### src/rtl/deser_train_ctrl.sv
// deser_train_ctrl: per-channel bitslip training sequencer for the LVDS deserializer.
// Optional DESER_TRAIN_MONITOR_EN: keep watching lock in DONE and retrain when it is lost.
module deser_train_ctrl #(
  parameter int DESER_WIDTH = 8,
  parameter int CHANNEL_NUM = 4,
  parameter logic [DESER_WIDTH-1:0] TRAIN_PATTERN = 8'hF0,
  parameter int MATCH_NUM = 16,
  parameter int SLIP_WAIT = 4,
  localparam int CW = (CHANNEL_NUM > 1) ? $clog2(CHANNEL_NUM) : 1
) (
  input  logic                               clk,
  input  logic                               reset,
  input  logic                               i_start,
  input  logic [DESER_WIDTH*CHANNEL_NUM-1:0] iv_data,
  output logic [CHANNEL_NUM-1:0]             ov_bitslip,
  output logic [CHANNEL_NUM-1:0]             ov_ch_lock,
  output logic [CW-1:0]                      ov_cur_ch,
  output logic                               o_busy,
  output logic                               o_train_done,
  output logic                               o_train_fail
);

  localparam int MW = $clog2(MATCH_NUM + 1);
  localparam int SW = (DESER_WIDTH > 2) ? $clog2(DESER_WIDTH) : 1;
  localparam int WW = (SLIP_WAIT > 1) ? $clog2(SLIP_WAIT) : 1;
  localparam logic [MW-1:0] MATCH_LAST = MW'(MATCH_NUM - 1);
  localparam logic [SW-1:0] SLIP_LAST  = SW'(DESER_WIDTH - 1);
  localparam logic [WW-1:0] WAIT_LAST  = WW'(SLIP_WAIT - 1);
  localparam logic [CW-1:0] CH_LAST    = CW'(CHANNEL_NUM - 1);

  typedef enum logic [2:0] {
    S_IDLE,
    S_CHECK,
    S_SLIP,
    S_WAIT,
    S_NEXT,
    S_DONE,
    S_FAIL
  } state_t;

  state_t                 state_q;
  logic [CW-1:0]          ch_q;
  logic [SW-1:0]          slip_q;
  logic [MW-1:0]          match_q;
  logic [WW-1:0]          wait_q;
  logic [CHANNEL_NUM-1:0] bitslip_q;
  logic [CHANNEL_NUM-1:0] lock_q;
  logic                   busy_q;
  logic                   done_q;
  logic                   fail_q;

  logic [CHANNEL_NUM-1:0] hit_vec;
  logic [CHANNEL_NUM-1:0] drop;
  logic                   hit;

  always_comb begin
    hit_vec = '0;
    for (int n = 0; n < CHANNEL_NUM; n++) begin
      hit_vec[n] = (iv_data[n*DESER_WIDTH +: DESER_WIDTH] == TRAIN_PATTERN);
    end
  end

  assign hit = hit_vec[ch_q];

`ifdef DESER_TRAIN_MONITOR_EN
  logic [MW-1:0] miss_q [CHANNEL_NUM];

  // Consecutive-miss counters only run while parked in DONE.
  always_ff @(posedge clk) begin
    for (int n = 0; n < CHANNEL_NUM; n++) begin
      if (reset || state_q != S_DONE || hit_vec[n]) begin
        miss_q[n] <= '0;
      end else if (miss_q[n] != MATCH_LAST) begin
        miss_q[n] <= miss_q[n] + 1'b1;
      end
    end
  end

  always_comb begin
    drop = '0;
    for (int n = 0; n < CHANNEL_NUM; n++) begin
      drop[n] = (state_q == S_DONE) && !hit_vec[n] &&
                (miss_q[n] == MATCH_LAST);
    end
  end
`else
  assign drop = '0;
`endif

  always_ff @(posedge clk) begin
    if (reset) begin
      state_q   <= S_IDLE;
      ch_q      <= '0;
      slip_q    <= '0;
      match_q   <= '0;
      wait_q    <= '0;
      bitslip_q <= '0;
      lock_q    <= '0;
      busy_q    <= 1'b0;
      done_q    <= 1'b0;
      fail_q    <= 1'b0;
    end else begin
      bitslip_q <= '0;
      unique case (state_q)
        S_IDLE, S_DONE, S_FAIL: begin
          if (i_start) begin
            state_q <= S_CHECK;
            ch_q    <= '0;
            slip_q  <= '0;
            match_q <= '0;
            wait_q  <= '0;
            lock_q  <= '0;
            busy_q  <= 1'b1;
            done_q  <= 1'b0;
            fail_q  <= 1'b0;
          end else if (|drop) begin
            state_q <= S_CHECK;
            ch_q    <= '0;
            slip_q  <= '0;
            match_q <= '0;
            wait_q  <= '0;
            lock_q  <= lock_q & ~drop;
            busy_q  <= 1'b1;
            done_q  <= 1'b0;
          end
        end
        S_CHECK: begin
          if (hit) begin
            match_q <= match_q + 1'b1;
            if (match_q == MATCH_LAST) begin
              lock_q[ch_q] <= 1'b1;
              state_q      <= S_NEXT;
            end
          end else begin
            match_q <= '0;
            if (slip_q != SLIP_LAST) begin
              bitslip_q[ch_q] <= 1'b1;
              state_q         <= S_SLIP;
            end else begin
              lock_q[ch_q] <= 1'b0;
              state_q      <= S_NEXT;
            end
          end
        end
        S_SLIP: begin
          slip_q  <= slip_q + 1'b1;
          wait_q  <= '0;
          state_q <= S_WAIT;
        end
        S_WAIT: begin
          if (wait_q == WAIT_LAST) begin
            match_q <= '0;
            state_q <= S_CHECK;
          end else begin
            wait_q <= wait_q + 1'b1;
          end
        end
        S_NEXT: begin
          slip_q  <= '0;
          match_q <= '0;
          if (ch_q == CH_LAST) begin
            busy_q <= 1'b0;
            if (&lock_q) begin
              done_q  <= 1'b1;
              state_q <= S_DONE;
            end else begin
              fail_q  <= 1'b1;
              state_q <= S_FAIL;
            end
          end else begin
            ch_q    <= ch_q + 1'b1;
            state_q <= S_CHECK;
          end
        end
        default: state_q <= S_IDLE;
      endcase
    end
  end

  assign ov_bitslip   = bitslip_q;
  assign ov_ch_lock   = lock_q;
  assign ov_cur_ch    = ch_q;
  assign o_busy       = busy_q;
  assign o_train_done = done_q;
  assign o_train_fail = fail_q;

endmodule

### config.mk
export PLATFORM = sky130hd
export DESIGN_NAME = deser_train_ctrl
export DESIGN_NICKNAME = d
export VERILOG_FILES = /design/src/rtl/deser_train_ctrl.sv
export SDC_FILE = /design/constraint.sdc
export NUM_CORES = 1
export LEC_CHECK = 0
export ABC_AREA = 1
export CAP_MARGIN = 0
export CORE_MARGIN = 3
export CORE_UTILIZATION = 41
export CTS_BUF_LIST = sky130_fd_sc_hd__clkbuf_4 sky130_fd_sc_hd__clkbuf_8 sky130_fd_sc_hd__clkbuf_16
export CTS_CLUSTER_SIZE = 8
export DETAILED_ROUTE_END_ITERATION = 8
export GPL_TIMING_DRIVEN = 0
export PLACE_DENSITY = 0.8
export SKIP_CTS_REPAIR_TIMING = 1
export SYNTH_ARGS = -nofsm -noshare
export SYNTH_HDL_FRONTEND = slang
export SYNTH_SLANG_ARGS = --single-unit
### constraint.sdc
create_clock -name clk -period 1.5 [get_ports clk]
set_input_delay 0.3 -clock clk [delete_from_list [all_inputs] [get_ports clk]]
set_output_delay 0.3 -clock clk [all_outputs]
set_load 0.02 [all_outputs]
==> flow_metrics.env, run 1 <==
export IMPL_status="complete, but fails checks"
export IMPL_violations="setup timing"
export IMPL_crit_cells=12
export IMPL_worstPathArrival_ns=1.78
export IMPL_start_util_pct=43.26
export IMPL_cpMaxStageDelayCell="dfxtp_2"
export IMPL_dieArea_um2=4361
export IMPL_cp_top_family="simple AND/OR/NAND/NOR gates"
export IMPL_grt_pass1_vias=1492
export IMPL_synthMuxAreaShare_pct=0
export IMPL_regArea_um2=536.8
export IMPL_rsz0062_at_grt="true"
export IMPL_drive_gt1_share_pct=21.53
export IMPL_drc=0
export IMPL_synth_most_common_cell="nand2_1"
export IMPL_numPortBuffers=47
export IMPL_fmaxAchievable_mhz=649.4
export IMPL_crit_fanout=5
export IMPL_synth_area_leaders="dfxtp_1, nand2_1, nor2_1"
export IMPL_n_antenna_cell=0
export IMPL_synth_flop_cell="dfxtp_1"
export IMPL_final_net_count=333
export IMPL_netlist_area_um2=1478
export IMPL_synthSimpleGateAreaFrac_pct=35.99
export IMPL_fin_ws_ns=-0.03979
export IMPL_fillers=281
export IMPL_cp_end_kind="flip-flop"
export IMPL_vias=1638
export IMPL_synth_xor_area_share_pct=1.185
export IMPL_async_flop_share_pct=0
export IMPL_fin_tns_setup_ns=-0.07445
export IMPL_ys_types=22
export IMPL_viasPerCell=4.904
export IMPL_synthAdderAreaFrac_pct=7.621
export IMPL_antenna_left=0
export IMPL_worstSkewPairLatency_ns=0.33
export IMPL_yosysSeqAreaShare_pct=35.22
export IMPL_fin_hold_ws_ns=0.4540
export IMPL_worst_pin_slew_ns=0.5213
export IMPL_hold_depth=2
export IMPL_path_common_cell="nor2_1"
export IMPL_slew_violations=0
export IMPL_hold_path_class="reg -> reg"
export IMPL_grt_max_degree=16
export IMPL_cts_max_level=1
export IMPL_power_density_nw_per_um2=1270
export IMPL_place_congestion=0.8169
export IMPL_clock_sinks=26
export IMPL_antenna_found_initial=0
export IMPL_hpwl_um=2825
export IMPL_die_x_um=66.04
export IMPL_grt_overflow_total=0
export IMPL_cp_cell_sequence="ha_4 > nand2_2 > nor2_2 > ha_2 > nor2_1 > nand3_1 > nand2_2 > inv_4 > nand2_4 > inv_2 > nor2_1 > nor2_1"
export IMPL_layout_min_cycle_time_ns=1.540
export IMPL_synthTopCellsByCount="nand2_1, nor2_1, inv_1"
export IMPL_clk_path_buf_depth=2
export IMPL_track_usage_pct=17.70
export IMPL_ir_drop_mv=0.5635
export IMPL_rows=21
export IMPL_path_clk_slew_ns=0.15
export IMPL_yosysTopAreaCellShare_pct=35.22
export IMPL_period_share_pct=102.7
export IMPL_synth_top_family_by_area="simple AND/OR/NAND/NOR gates"
export IMPL_fp_dieH_um=66.04
export IMPL_crit_type="reg -> reg"
export IMPL_r2r_cells=12
export IMPL_wire_per_inst_um=12.58
export IMPL_synth_compound_area_share_pct=9.568
export IMPL_post_place_ws_ns=-0.4851
export IMPL_wirelength_um=4203
export IMPL_start_kind="flip-flop"
export IMPL_cap_viol_max_count=0
export IMPL_drt_initial_drc_count=134
export IMPL_leakage_nw=1.221
export IMPL_core_area_um2=3416
export IMPL_fin_skew_ns=0.001898
export IMPL_synth_edff_count=0
export IMPL_cts_made_buffers=3
export IMPL_cts_tree="yes"
export IMPL_synth_largest_area_cell="dfxtp_1"
export IMPL_multi_input_area_um2=937.1
export IMPL_avgSynthCellArea_um2=6.538
export IMPL_finalHoldViolCount=0
export IMPL_syn_inst=226
export IMPL_critPathRequiredTime_ns=1.74
export IMPL_cpPeakStageDelay_ns=0.37
export IMPL_dr_pass1_iters=5
export IMPL_reg2reg_setup_slack_ns=-0.04
export IMPL_yosysWarnings=0
export IMPL_synth_nets=270
export IMPL_area_growth_synth_to_final_pct=57.83
export IMPL_cts_root_buf="clkbuf_4"
export IMPL_crit_buf_inv=2
export IMPL_ys_seq_elements=26
export IMPL_grt_pass1_wl_um=6072
export IMPL_setup_viol=5
export IMPL_io_pins=48
export IMPL_slew_headroom_pct=65.25
-- path summary, 6_finish.rpt --
check / start / endpoint
max reg2reg: match_q[1]$_SDFFE_PP0P_ / ov_ch_lock[3]$_SDFFE_PP0P_
min reg2reg: o_train_done$_SDFFE_PP0P_ / o_train_done$_SDFFE_PP0P_
max: match_q[1]$_SDFFE_PP0P_ / ov_ch_lock[3]$_SDFFE_PP0P_
min: o_train_done$_SDFFE_PP0P_ / o_train_done$_SDFFE_PP0P_
-- final cells by class --
class                   instances  share of cell area, %
plain buffers                   1                 0.1609
clock buffers                   3                 0.9657
clock inverters                 1                  1.288
inverters                      40                  6.652
multi-input cells             159                  40.18
flip-flops and latches         26                  23.01
well taps                      46                  2.468
repair buffers                 58                  25.27
-- state kept, by name (all words and copies together), names as in the netlist --
name / count
o_busy: 1
slip_q: 3
match_q: 5
ov_ch_lock: 4
o_train_done: 1
state_q: 3
wait_q: 2
ov_cur_ch: 2
ov_bitslip: 4
o_train_fail: 1
-- report_power, final --
group / leakage (nW) / total [mW] / internal [mW] / switching (mW)
sequential: 0.215 / 0.946 / 0.811 / 0.134
combinational: 0.978 / 1.52 / 0.655 / 0.869
clock: 0.0279 / 0.492 / 0.270 / 0.222
total: 1.22 / 2.96 / 1.74 / 1.22
-- through the flow --
stage / cells / util (%) / power, mW / cell area [um2]
floorplan: 226 / - / 1.716 / 1479
CTS: 323 / 60.29 / 2.588 / 2059
detailed placement: 319 / 58.75 / 2.099 / 2007
finish: 334 / 68.28 / 2.962 / 2332
global placement: 319 / 58.75 / 2.066 / 2007
global route: 334 / 68.28 / 3.143 / 2332
-- metal layers --
layer | part of all wire [%] | up-vias | global-route usage [%]
li1 | - | 830 | -
met1 | 41 | 751 | 21.12
met2 | 52 | 49 | 32.67
met3 | 5.2 | 8 | 2.211
met4 | 2.2 | 0 | 5.330
met5 | 0 | - | 0
-- cells in the final DEF, fill, tap and decap left out, types with 2 or more instances in the layout --
cell type | netlist | final
inv_2 | 5 | 5
nand4_1 | 5 | 5
inv_4 | 0 | 2
nand3_2 | 0 | 4
ha_2 | 0 | 2
dfxtp_2 | 0 | 4
dlymetal6s2s_1 | 0 | 13
clkdlybuf4s50_1 | 0 | 34
nor2_1 | 40 | 34
dfxtp_4 | 0 | 3
a21oi_2 | 0 | 3
nand3_1 | 15 | 11
clkbuf_4 | 0 | 3
nor2_4 | 1 | 3
o21ai_0 | 7 | 5
a21oi_1 | 15 | 12
xor2_1 | 2 | 2
inv_1 | 34 | 32
nand2_2 | 1 | 6
buf_4 | 0 | 10
o21ai_1 | 0 | 2
nand2_1 | 55 | 46
nand2_4 | 1 | 5
dfxtp_1 | 26 | 19
ha_1 | 9 | 6
nor2_2 | 2 | 6
-- cell families (layout without fill, tap and decap cells) --
family                   count (synthesis)  count (layout)
flip-flops                              26              26
adder cells (fa/ha/maj)                  9               9
buffers and inverters                   41             103
AND/OR/NAND/NOR                        122             122
XOR/XNOR                                 2               2
AO/OA/AOI/OAI                           26              26
-- tightest hold or removal path: cells and delay by family (launching register included) --
kind / cells / cell delay (ns)
DFF: 1 / 0.34
AOI/OAI and AO/OA: 1 / 0.05
buffers and inverters: 1 / 0.04
No activity file was read; power rests on OpenSTA's default activity.
==> run 2, diff against run 1 <==
--- a/config.mk
+++ b/config.mk
@@ -8,12 +8,12 @@
 export ABC_AREA = 1
 export CAP_MARGIN = 0
 export CORE_MARGIN = 3
-export CORE_UTILIZATION = 41
+export CORE_UTILIZATION = 30
 export CTS_BUF_LIST = sky130_fd_sc_hd__clkbuf_4 sky130_fd_sc_hd__clkbuf_8 sky130_fd_sc_hd__clkbuf_16
 export CTS_CLUSTER_SIZE = 8
 export DETAILED_ROUTE_END_ITERATION = 8
 export GPL_TIMING_DRIVEN = 0
-export PLACE_DENSITY = 0.8
+export PLACE_DENSITY = 0.61
 export SKIP_CTS_REPAIR_TIMING = 1
 export SYNTH_ARGS = -nofsm -noshare
 export SYNTH_HDL_FRONTEND = slang
==> constraint.sdc (replaced) <==
create_clock -name clk -period 1.9 [get_ports clk]
set_input_delay 0.38 -clock clk [delete_from_list [all_inputs] [get_ports clk]]
set_output_delay 0.38 -clock clk [all_outputs]
set_load 0.02 [all_outputs]
==> run 2 against run 1 <==
Against the previous run: the run now ends clean; die area up 33%; worst hold slack about the same; critical path depth fell by 11; sequential power shrank 23%; non-clock buffer count decreased by 9; global-route usage down 4.8 points; highest routed layer unchanged.
==> flow_metrics.env, run 2 (same netlist as run 1, synthesis figures left out) <==
export IMPL_status="finished, final reports clean"
export IMPL_core_area_um2=4564
export IMPL_clk_path_buf_depth=2
export IMPL_wirelength_um=3527
export IMPL_fin_skew_ns=0.007233
export IMPL_hold_start="o_train_done$_SDFFE_PP0P_"
export IMPL_regMostFlops="match_q"
export IMPL_vias=1474
export IMPL_fmaxAchievable_mhz=571.7
export IMPL_place_congestion=0.8046
export IMPL_cp_top_family="buffers and inverters"
export IMPL_start_util_pct=32.37
export IMPL_finalHoldViolCount=0
export IMPL_worstSkewPairLatency_ns=0.27
export IMPL_period_share_pct=92.06
export IMPL_viasPerCell=4.285
export IMPL_antenna_found_initial=0
export IMPL_wire_per_inst_um=10.25
export IMPL_slew_violations=0
export IMPL_slew_headroom_pct=68.19
export IMPL_dr_pass1_iters=4
export IMPL_rsz0062_at_grt="false"
export IMPL_setup_viol=0
export IMPL_rows=24
export IMPL_hold_depth=2
export IMPL_ir_drop_mv=0.4635
export IMPL_clock_sinks=26
export IMPL_start_kind="flip-flop"
export IMPL_cts_max_level=1
export IMPL_hpwl_um=2887
export IMPL_cpPeakStageDelay_ns=0.67
export IMPL_cts_root_buf="clkbuf_8"
export IMPL_crit_type="reg -> out"
export IMPL_grt_max_degree=16
export IMPL_largest_register_ff_count=5
export IMPL_grt_overflow_total=0
export IMPL_layout_commonest_cell="nand2_1"
export IMPL_cap_viol_max_count=0
export IMPL_n_antenna_cell=0
export IMPL_power_density_nw_per_um2=991.6
export IMPL_numPortBuffers=47
export IMPL_drive_gt1_share_pct=7.168
export IMPL_path_clk_slew_ns=0.09
export IMPL_worst_pin_slew_ns=0.4771
export IMPL_leakage_nw=0.9353
export IMPL_fin_area_um2=2120
export IMPL_cts_made_buffers=3
export IMPL_track_usage_pct=12.87
export IMPL_crit_fanout=6
export IMPL_io_pins=48
export IMPL_fin_hold_ws_ns=0.4538
export IMPL_fp_dieH_um=76.18
export IMPL_final_cell_mix="nand2_1, clkdlybuf4s50_1, nor2_1"
export IMPL_drc=0
export IMPL_cp_cell_sequence="clkdlybuf4s50_1"
export IMPL_fin_ws_ns=0.1508
export IMPL_antenna_left=0
export IMPL_regToRegEndpoint="ov_ch_lock[3]$_SDFFE_PP0P_"
export IMPL_post_place_ws_ns=-0.1932
export IMPL_grt_pass1_vias=1409
export IMPL_cpMaxStageDelayCell="clkdlybuf4s50_1"
export IMPL_fillers=498
export IMPL_dieArea_um2=5803
export IMPL_critPathRequiredTime_ns=1.52
export IMPL_layout_min_cycle_time_ns=1.749
export IMPL_crit_buf_inv=1
export IMPL_final_net_count=324
export IMPL_area_growth_synth_to_final_pct=43.44
export IMPL_die_x_um=76.18
export IMPL_cts_tree="yes"
export IMPL_utilization_pct=46.44
export IMPL_r2r_cells=12
export IMPL_drt_initial_drc_count=41
export IMPL_reg2reg_setup_slack_ns=0.32
export IMPL_cp_end_kind="primary output"
export IMPL_worstPathArrival_ns=1.37
export IMPL_worstReg2RegStart="match_q[0]$_SDFFE_PP0P_"
export IMPL_post_dp_cell_area_um2=2029
export IMPL_grt_pass1_wl_um=6272
export IMPL_min_to="o_train_done$_SDFFE_PP0P_"
export IMPL_hold_path_class="reg -> reg"
[run 2: changes by cell type in the layout (fill, tap and decap cells not counted), sizes merged]
cell	delta
buf	-9
dlymetal6s2s	-13
clkdlybuf4s50	+13
[run 2: per-stage QoR]
step / total power [mW] / instances / setup TNS, ns
after floorplan: 1.355 / 226 / 0
after global placement: 1.659 / 338 / -0.6079
final: 2.102 / 344 / 0
after CTS: 2.131 / 342 / 0
after global routing: 2.291 / 344 / 0
after detailed placement: 1.665 / 338 / -0.7408
[run 2: worst max-delay path by stage]
| stage | slack, ns | start | end | cells past startpoint |
|---|---|---|---|---|
| 2_1_floorplan | 0.35 | ov_cur_ch[0]$_SDFFE_PP0P_ | ov_ch_lock[3]$_SDFFE_PP0P_ | 11 |
| 3_3_place_gp | -0.16 | iv_data[4] | ov_ch_lock[0]$_SDFFE_PP0P_ | 12 |
| 3_5_place_dp | -0.19 | iv_data[4] | ov_ch_lock[2]$_SDFFE_PP0P_ | 12 |
| 4_1_cts | 0.04 | ov_cur_ch[0]$_SDFFE_PP0P_ | ov_cur_ch[0] | 1 |
| 5_1_grt | 0.06 | iv_data[10] | ov_ch_lock[1]$_SDFFE_PP0P_ | 14 |
| 6_report | 0.15 | ov_cur_ch[1]$_SDFFE_PP0P_ | ov_cur_ch[1] | 1 |
[run 2: power by group]
part           internal (mW)  switching (mW)
Clock                  0.282           0.175
Combinational          0.368           0.551
Sequential             0.634          0.0905
[run 2: tightest hold or removal path, cell delays in order (launching register included)]
cell,delay (ns)
dfxtp_1,0.32
inv_1,0.05
a21oi_1,0.05
[run 2: final cells by class]
class                   instances  area, um2  share of cell area [%]
multi-input cells             159      805.8                   38.02
flip-flops and latches         26      521.8                   24.62
repair buffers                 49      485.5                   22.90
inverters                      40      150.1                   7.084
well taps                      65      81.33                   3.837
clock buffers                   3      41.29                   1.948
clock inverters                 1      30.03                   1.417
plain buffers                   1      3.754                  0.1771
[run 2: per-layer routing]
layer | share of wire (%) | wire (um) | GRT usage (%)
met1 | 48 | 1695 | 16.30
met2 | 47 | 1663 | 22.07
met3 | 4.3 | 150 | 3.310
met4 | 0.51 | 18 | 2.717
met5 | 0 | 0 | 0
==> run 3, diff against run 2 <==
--- a/config.mk
+++ b/config.mk
@@ -14,6 +14,7 @@
 export DETAILED_ROUTE_END_ITERATION = 8
 export GPL_TIMING_DRIVEN = 0
 export PLACE_DENSITY = 0.61
+export SETUP_SLACK_MARGIN = 0.2
 export SKIP_CTS_REPAIR_TIMING = 1
 export SYNTH_ARGS = -nofsm -noshare
 export SYNTH_HDL_FRONTEND = slang
==> run 3 against run 2 <==
Against the previous run: design area rose by 2.2%; sequential cell count did not move; via count fell by 0.75%; combinational power rose by 4.6%; wire length rose by 1.0%; utilization rose by 1.0 points; non-clock buffer count did not move; clock power barely moved; critical path depth did not move; first-iteration DRC count rose by 37%; cell count did not move; highest routed layer unchanged.
==> flow_metrics.env, run 3 (same netlist as run 1, synthesis figures left out) <==
export IMPL_drive_gt1_share_pct=10.04
export IMPL_cpMaxStageDelayCell="clkdlybuf4s50_1"
export IMPL_cpPeakStageDelay_ns=0.62
export IMPL_layout_min_cycle_time_ns=1.610
export IMPL_wirelength_um=3563
export IMPL_start_kind="flip-flop"
export IMPL_slew_violations=0
export IMPL_critPathRequiredTime_ns=1.52
export IMPL_grt_pass1_vias=1409
export IMPL_slew_headroom_pct=68.17
export IMPL_start_util_pct=32.37
export IMPL_antenna_found_initial=0
export IMPL_clk_path_buf_depth=2
export IMPL_fmaxAchievable_mhz=621.3
export IMPL_grt_pass1_wl_um=6272
export IMPL_rows=24
export IMPL_finalPower_mw=2.145
export IMPL_finalHoldViolCount=0
export IMPL_crit_type="reg -> out"
export IMPL_status="finished, final reports clean"
export IMPL_dieArea_um2=5803
export IMPL_crit_buf_inv=1
export IMPL_intPower_mw=1.301
export IMPL_crit_fanout=2
export IMPL_n_antenna_cell=0
export IMPL_worstSetupStartpoint="o_busy$_SDFFE_PP0P_"
export IMPL_clkPwrFrac_pct=21.2
export IMPL_io_pins=48
export IMPL_p_sw_uw=843.4
export IMPL_hold_path_class="reg -> reg"
export IMPL_final_cell_mix="nand2_1, clkdlybuf4s50_1, nor2_1"
export IMPL_cts_made_buffers=3
export IMPL_antenna_left=0
export IMPL_instances_no_fill=344
export IMPL_wire_per_inst_um=10.36
export IMPL_largest_register_ff_count=5
export IMPL_ir_drop_mv=0.4683
export IMPL_clock_sinks=26
export IMPL_setup_viol=0
export IMPL_core_area_um2=4564
export IMPL_cts_root_buf="clkbuf_8"
export IMPL_place_congestion=0.8046
export IMPL_vias=1463
export IMPL_gr_usage_met2_pct=22.07
export IMPL_netSwitchingFraction_pct=39.32
export IMPL_utilization_pct=47.45
export IMPL_fin_skew_ns=0.005639
export IMPL_grtUsageMet1_pct=16.30
export IMPL_dp_cells=338
export IMPL_grt_overflow_total=0
export IMPL_worstSkewPairLatency_ns=0.27
export IMPL_power_density_nw_per_um2=990.3
export IMPL_period_share_pct=84.72
export IMPL_dr_pass1_iters=4
export IMPL_grt_busiest_layer="met2"
export IMPL_leakage_nw=1.048
export IMPL_hpwl_um=2887
export IMPL_fp_dieH_um=76.18
export IMPL_track_usage_pct=12.87
export IMPL_grt_max_degree=16
export IMPL_drt_initial_drc_count=56
export IMPL_die_x_um=76.18
export IMPL_layout_commonest_cell="nand2_1"
export IMPL_worst_pin_slew_ns=0.4774
export IMPL_worstPathArrival_ns=1.23
export IMPL_grt_util_met3_pct=3.310
export IMPL_cts_tree="yes"
export IMPL_viasPerCell=4.253
export IMPL_hold_start="o_train_done$_SDFFE_PP0P_"
export IMPL_area_growth_synth_to_final_pct=46.57
export IMPL_cp_end_kind="primary output"
export IMPL_path_clk_slew_ns=0.09
export IMPL_regMostFlops="match_q"
export IMPL_seqPwrFrac_pct=33.9
export IMPL_cts_max_level=1
export IMPL_cp_cell_sequence="clkdlybuf4s50_1"
export IMPL_numPortBuffers=47
export IMPL_final_net_count=324
export IMPL_cap_viol_max_count=0
export IMPL_rsz0062_at_grt="true"
export IMPL_worstReg2RegStart="match_q[0]$_SDFFE_PP0P_"
export IMPL_share_comb_of_total_power_pct=44.9
export IMPL_cp_top_family="buffers and inverters"
export IMPL_drc=0
[run 3: final cells by class]
class | count | area, um2
fillers | 494 | 2399
multi-input cells | 159 | 833.3
flip-flops and latches | 26 | 523.0
repair buffers | 49 | 500.5
inverters | 40 | 152.6
well taps | 65 | 81.33
clock buffers | 3 | 41.29
clock inverters | 1 | 30.03
plain buffers | 1 | 3.754
[run 3: metal layers]
metal  up-vias  share of wire [%]  wire [um]
met5         -                  0          0
met4         0               0.51         18
met3         2                4.0        141
met2        21                 48       1706
met1       629                 48       1697
li1        811                  -          -
[run 3: worst paths after layout]
| path | slack [ns] | cells past startpoint | to |
|---|---|---|---|
| worst max-delay path | 0.29 | 1 | o_busy |
| worst min-delay path | 0.45 | 2 | o_train_done$_SDFFE_PP0P_ |
| worst max register to register | 0.37 | 12 | ov_ch_lock[1]$_SDFFE_PP0P_ |
| worst min register to register | 0.45 | 2 | o_train_done$_SDFFE_PP0P_ |
[run 3: power groups by stage]
stage	Combinational [mW]	Sequential (mW)	Clock [mW]
3_3_place_gp	0.920	0.739	0
5_1_grt	1.10	0.745	0.491
4_1_cts	0.928	0.727	0.477
6_report	0.962	0.728	0.455
3_5_place_dp	0.925	0.739	0
2_1_floorplan	0.573	0.782	0
[run 3: stage by stage]
| stage | setup TNS, ns | setup WS [ns] | hold slack, ns | area, um2 |
|---|---|---|---|---|
| finish | 0 | 0.2904 | 0.4529 | 2166 |
| global route | 0 | 0.1380 | 0.4806 | 2166 |
| CTS | 0 | 0.04002 | 0.4602 | 2101 |
| detailed placement | -0.7408 | -0.1932 | 0.4467 | 2029 |
| global placement | -0.6079 | -0.1577 | 0.4411 | 2029 |
| floorplan | 0 | 0.3475 | 0.4427 | 1478 |
[run 3: tightest hold or removal path: stages, from the launching register on]
cell	delay (ns)
dfxtp_1	0.32
inv_1	0.05
a21oi_1	0.05
